File: config.mk
export PLATFORM = sky130hd
export DESIGN_NAME = pwm_multichannel_core
export DESIGN_NICKNAME = d
export VERILOG_FILES = /design/src/rtl/pwm_multichannel_core.sv
export SDC_FILE = /design/constraint.sdc
export NUM_CORES = 1
export LEC_CHECK = 0
export ABC_AREA = 0
export CAP_MARGIN = 30
export CORE_MARGIN = 2
export CORE_UTILIZATION = 51
export DETAILED_ROUTE_END_ITERATION = 7
export PLACE_DENSITY = 0.68
export RECOVER_POWER = 25
export SLEW_MARGIN = 20
export SYNTH_ARGS = -nofsm -noshare
export SYNTH_HDL_FRONTEND = slang
export SYNTH_SLANG_ARGS = --single-unit
File: constraint.sdc
create_clock -name clk_in -period 13.6 [get_ports clk_in]
set_input_delay 2.72 -clock clk_in [delete_from_list [all_inputs] [get_ports clk_in]]
set_output_delay 2.72 -clock clk_in [all_outputs]
set_load 0.01 [all_outputs]
File: src/rtl/pwm_multichannel_core.sv
// Multi-channel PWM generator sharing one period counter, with per-channel duty, polarity and
// edge/center alignment. Define PWM_SHADOW_EN for boundary-synchronous (shadowed) config updates.
module pwm_multichannel_core #(
  parameter int unsigned NCH = 4,
  parameter int unsigned CW  = 10,
  parameter int unsigned CHW = 4
) (
  input  logic           clk_in,
  input  logic           reset,
  input  logic           tick_en,
  input  logic [CW-1:0]  period_in,
  input  logic           cfg_valid,
  output logic           cfg_ready,
  input  logic [CHW-1:0] cfg_ch,
  input  logic [CW-1:0]  cfg_duty,
  input  logic           cfg_pol,
  input  logic           cfg_center,
  output logic           cfg_err,
  output logic           period_stb,
  output logic [NCH-1:0] pwm_out
);

  logic [CW-1:0]           cnt_q, cnt_d, per_q, per_d, per_req;
  logic [NCH-1:0][CW-1:0]  duty_q, duty_d;
  logic [NCH-1:0]          pol_q, pol_d, ctr_q, ctr_d;
  logic [NCH-1:0]          on, pwm_q, pwm_d;
  logic                    err_q, stb_q;
  logic                    wrap, cfg_acc, ch_ok;

  assign per_req = (period_in < CW'(2)) ? CW'(2) : period_in;
  assign wrap    = tick_en && (cnt_q == per_q - CW'(1));
  assign ch_ok   = (32'(cfg_ch) < NCH);
  assign cfg_acc = cfg_valid && cfg_ready;

  always_comb begin
    cnt_d = cnt_q;
    per_d = per_q;
    if (wrap) begin
      cnt_d = '0;
      per_d = per_req;
    end else if (tick_en) begin
      cnt_d = cnt_q + CW'(1);
    end
  end

`ifdef PWM_SHADOW_EN
  logic [NCH-1:0][CW-1:0]  sh_duty_q, sh_duty_d;
  logic [NCH-1:0]          sh_pol_q, sh_pol_d, sh_ctr_q, sh_ctr_d, pend_q, pend_d;
  logic [(2**CHW)-1:0]     pend_ext;

  // Out-of-range channels read as not pending so the write is accepted and flagged.
  always_comb begin
    pend_ext          = '0;
    pend_ext[NCH-1:0] = pend_q;
  end

  assign cfg_ready = !reset && !pend_ext[cfg_ch];

  // Boundary loads use the old shadow; a same-cycle write queues for the next boundary.
  always_comb begin
    duty_d    = duty_q;
    pol_d     = pol_q;
    ctr_d     = ctr_q;
    sh_duty_d = sh_duty_q;
    sh_pol_d  = sh_pol_q;
    sh_ctr_d  = sh_ctr_q;
    pend_d    = pend_q;
    for (int i = 0; i < int'(NCH); i++) begin
      if (wrap && pend_q[i]) begin
        duty_d[i] = sh_duty_q[i];
        pol_d[i]  = sh_pol_q[i];
        ctr_d[i]  = sh_ctr_q[i];
        pend_d[i] = 1'b0;
      end
      if (cfg_acc && ch_ok && (cfg_ch == CHW'(i))) begin
        sh_duty_d[i] = cfg_duty;
        sh_pol_d[i]  = cfg_pol;
        sh_ctr_d[i]  = cfg_center;
        pend_d[i]    = 1'b1;
      end
    end
  end

  always_ff @(posedge clk_in) begin
    if (reset) begin
      sh_duty_q <= '0;
      sh_pol_q  <= '1;
      sh_ctr_q  <= '0;
      pend_q    <= '0;
    end else begin
      sh_duty_q <= sh_duty_d;
      sh_pol_q  <= sh_pol_d;
      sh_ctr_q  <= sh_ctr_d;
      pend_q    <= pend_d;
    end
  end
`else
  assign cfg_ready = !reset;

  always_comb begin
    duty_d = duty_q;
    pol_d  = pol_q;
    ctr_d  = ctr_q;
    for (int i = 0; i < int'(NCH); i++) begin
      if (cfg_acc && ch_ok && (cfg_ch == CHW'(i))) begin
        duty_d[i] = cfg_duty;
        pol_d[i]  = cfg_pol;
        ctr_d[i]  = cfg_center;
      end
    end
  end
`endif

  // Compare in CW+1 bits so lo+D cannot overflow.
  always_comb begin
    logic [CW:0] per_w, cnt_w, d_eff, lo, hi;
    per_w = {1'b0, per_q};
    cnt_w = {1'b0, cnt_q};
    on    = '0;
    for (int i = 0; i < int'(NCH); i++) begin
      d_eff = ({1'b0, duty_q[i]} < per_w) ? {1'b0, duty_q[i]} : per_w;
      lo    = (per_w - d_eff) >> 1;
      hi    = lo + d_eff;
      if (ctr_q[i]) begin
        on[i] = (cnt_w >= lo) && (cnt_w < hi);
      end else begin
        on[i] = (cnt_w < d_eff);
      end
    end
  end

  assign pwm_d = on ^ ~pol_q;

  always_ff @(posedge clk_in) begin
    if (reset) begin
      cnt_q  <= '0;
      per_q  <= per_req;
      duty_q <= '0;
      pol_q  <= '1;
      ctr_q  <= '0;
      pwm_q  <= '0;
      err_q  <= 1'b0;
      stb_q  <= 1'b0;
    end else begin
      cnt_q  <= cnt_d;
      per_q  <= per_d;
      duty_q <= duty_d;
      pol_q  <= pol_d;
      ctr_q  <= ctr_d;
      pwm_q  <= pwm_d;
      err_q  <= cfg_acc && !ch_ok;
      stb_q  <= wrap;
    end
  end

  assign pwm_out    = pwm_q;
  assign cfg_err    = err_q;
  assign period_stb = stb_q;

endmodule
==> results_dict.tcl <==
set metrics [dict create \
    synth_top_area_frac 0.230 \
    gr-total-overflow 0 \
    wl_um 33000 \
    share_comb_of_total_power 0.311 \
    leakagePower_nw 5.60 \
    antenna_found_initial 0 \
    drcViolationCount 0 \
    cp_top_family "buffers and inverters" \
    io_pins 37 \
    post-route-min-period_ns 8.95 \
    clkPwrFrac 0.359 \
    post-route-util 0.567 \
    place.gp.congestion 0.940 \
    critical_path.n_buffers_inverters 4 \
    status "complete, but fails checks" \
    antenna_left 0 \
    wire_per_inst_um 19.0 \
    design_area_sq_um 12000 \
    crit_required_ns 10.88 \
    dpl.hpwl_um 25100 \
    tightestPinTransition_ns 2.57 \
    peakVddDrop_mv 0.0419 \
    yosysWarnings 0 \
    worstSetupStartpointType "primary input" \
    cts_max_path_buffers 2 \
    clk_pin_slew_worst_paths_ns 0.06 \
    dieHeight_um 152 \
    synth_most_common_cell "ha_1" \
    syn-num-nets 1690 \
    cp.arrival_ns 6.23 \
    internal_power_uw 472 \
    p_switching_uw 242 \
    worst-path-max-fanout 51 \
    setup_violations 0 \
    synthesis.area_sq_um 11100 \
    violations "capacitance limit, slew limit" \
    max_stage_delay_ns 1.81 \
    synth.area.top_cells "ha_1 (23%), dfxtp_1 (12%), a21oi_1 (5.9%)" \
    cts_hold_buffers 0 \
    worstSetupPathType "in2out" \
    min_period_over_period 0.658 \
    cts_made_buffers 9 \
    rsz0062_at_grt "no" \
    synth.yosys.seq_area_share 0.142 \
    grt_max_degree 52 \
    ctsResizeCount 0 \
    cts.sinks 74 \
    hold_viol_final 0 \
    powerDensity_nw_per_um2 59.3 \
    multi_input_area_sq_um 8880 \
    avgSynthCellArea_sq_um 7.63 \
    grt_pass1_vias 9890 \
    synthToLayoutAreaGrowth_pct 8.41 \
    drtIter0Drc 733 \
    grt_use_total 0.291 \
    finalClockSkew_ns 0.00801 \
    core_sq_um 21200 \
    io_buffers 36 \
    yosysUniqueCellTypes 90 \
    clock_latency_ns 0.35 \
    synthTopCellsByCount "ha_1 (204), a21oi_1 (130), nand2_1 (130)" \
    hold_ws_ns 0.486 \
    synthFlopType "dfxtp_1" \
    fmax_mhz 112 \
    nFillCells 2051 \
    synth_edf_count 10 \
    crit_path_end_kind "primary output" \
    nNetsFinal 1694 \
    synth_top_area_cell "ha_1" \
    via_count 10600 \
    placed_cell_area_sq_um 11700 \
    seq_area_sq_um 1580 \
    vias_per_cell 6.10 \
    cpMaxStageDelayCell "clkbuf_1" \
    sw_frac_of_total 0.339 \
    p_seq_frac 0.330 \
    postSynthCellCount 1456 \
    drt-pass1-iter-count 7 \
    synth-seq-cells 74 \
    slew_viol_final 52 \
    cts_tree "built" \
    post_cts_buffers 0 \
    grt_first_pass_wirelength_um 52200 \
    hold_class "reg2reg" \
    maxCapViolCount 1 \
    root_buffer "clkbuf_16" \
    drive_gt1_frac 0.0512 \
    htreeDepth 3 \
    critical_path.cell_chain "buf_2 -> clkbuf_1 -> clkinv_1 -> clkdlybuf4s50_1" \
    place_ws_ns 5.81 \
    initial_utilization 0.523 \
    dieArea_sq_um 23000 \
    fin_tns_setup_ns 0 \
    die_w_um 152 \
    ys_async_sr_fraction 0 \
    setup_ws_ns 4.65 \
    diodes 0 \
    relSlewSlack -0.710 \
    num_rows 53 \
]
[metal layers]
layer / vias to the layer above / track usage / share of wire
met5: - / 0 / 0
met4: 0 / 0.130 / 0.047
met3: 88 / 0.0272 / 0.060
met2: 338 / 0.479 / 0.45
met1: 4919 / 0.387 / 0.45
li1: 5277 / - / -
[metrics by stage]
stage | power, mW | instances
4_1_cts | 0.715 | 1738
5_1_grt | 0.753 | 1740
3_5_place_dp | 0.460 | 1722
3_3_place_gp | 0.456 | 1720
6_report | 0.714 | 1740
2_1_floorplan | 0.400 | 1456
[layout make-up]
class | instances | share of cell area
clock inverter | 4 | 0.00312
tap | 275 | 0.0286
inverter | 101 | 0.0315
clock buffer | 12 | 0.0240
timing repair buffer | 57 | 0.0433
sequential | 74 | 0.131
multi-input combinational | 1217 | 0.738
[kinds of logic after synthesis]
| family | share of synthesized area |
|---|---|
| AO/OA/AOI/OAI | 0.268 |
| XOR/XNOR | 0.0819 |
| adder cells (fa/ha/maj) | 0.242 |
| buffers and inverters | 0.0581 |
| flip-flops | 0.142 |
| multiplexers | 0.0345 |
| AND/OR/NAND/NOR | 0.174 |
[worst min-delay path, cell delays in order, from the launching register on]
cell     delay [ns]
dfxtp_1        0.33
nand2_1        0.06
a21oi_1        0.05
[power groups by stage]
stage / combinational [mW] / sequential, mW / clock [mW]
after floorplan: 0.164 / 0.235 / 0
after CTS: 0.222 / 0.235 / 0.259
after global placement: 0.216 / 0.240 / 0
final: 0.222 / 0.236 / 0.257
after global routing: 0.250 / 0.236 / 0.268
after detailed placement: 0.220 / 0.240 / 0
[placed cells by master (no fill, tap or decap), types with 25 or more instances in the layout]
cell      netlist  routed
ha_1          204     204
nor2_1        114     114
a21o_1         49      49
o21ai_0        78      78
mux2i_1        36      36
nand3_1        31      31
inv_1          98      98
a21oi_1       130     128
dfxtp_1        64      64
nand2b_1       34      34
xor2_1         36      36
nand2_1       130     130
a211oi_1       25      25
xnor2_1        66      66
[sequential cells by signal, indices dropped and copies added, names as in the netlist]
register    count
cnt_q          10
ctr_q           4
pwm_out         4
duty_q         40
per_q          10
cfg_err         1
pol_q           4
period_stb      1
[final timing paths]
| kind | endpoint | from | cells past startpoint | slack, ns |
|---|---|---|---|---|
| min reg2reg | duty_q[26] | duty_q[26] | 2 | 0.49 |
| min | duty_q[26] | duty_q[26] | 2 | 0.49 |
| max | cfg_ready | reset | 4 | 4.65 |
| max reg2reg | pwm_out[2] | per_q[3] | 28 | 5.91 |
(Power assumes the default switching activity.)
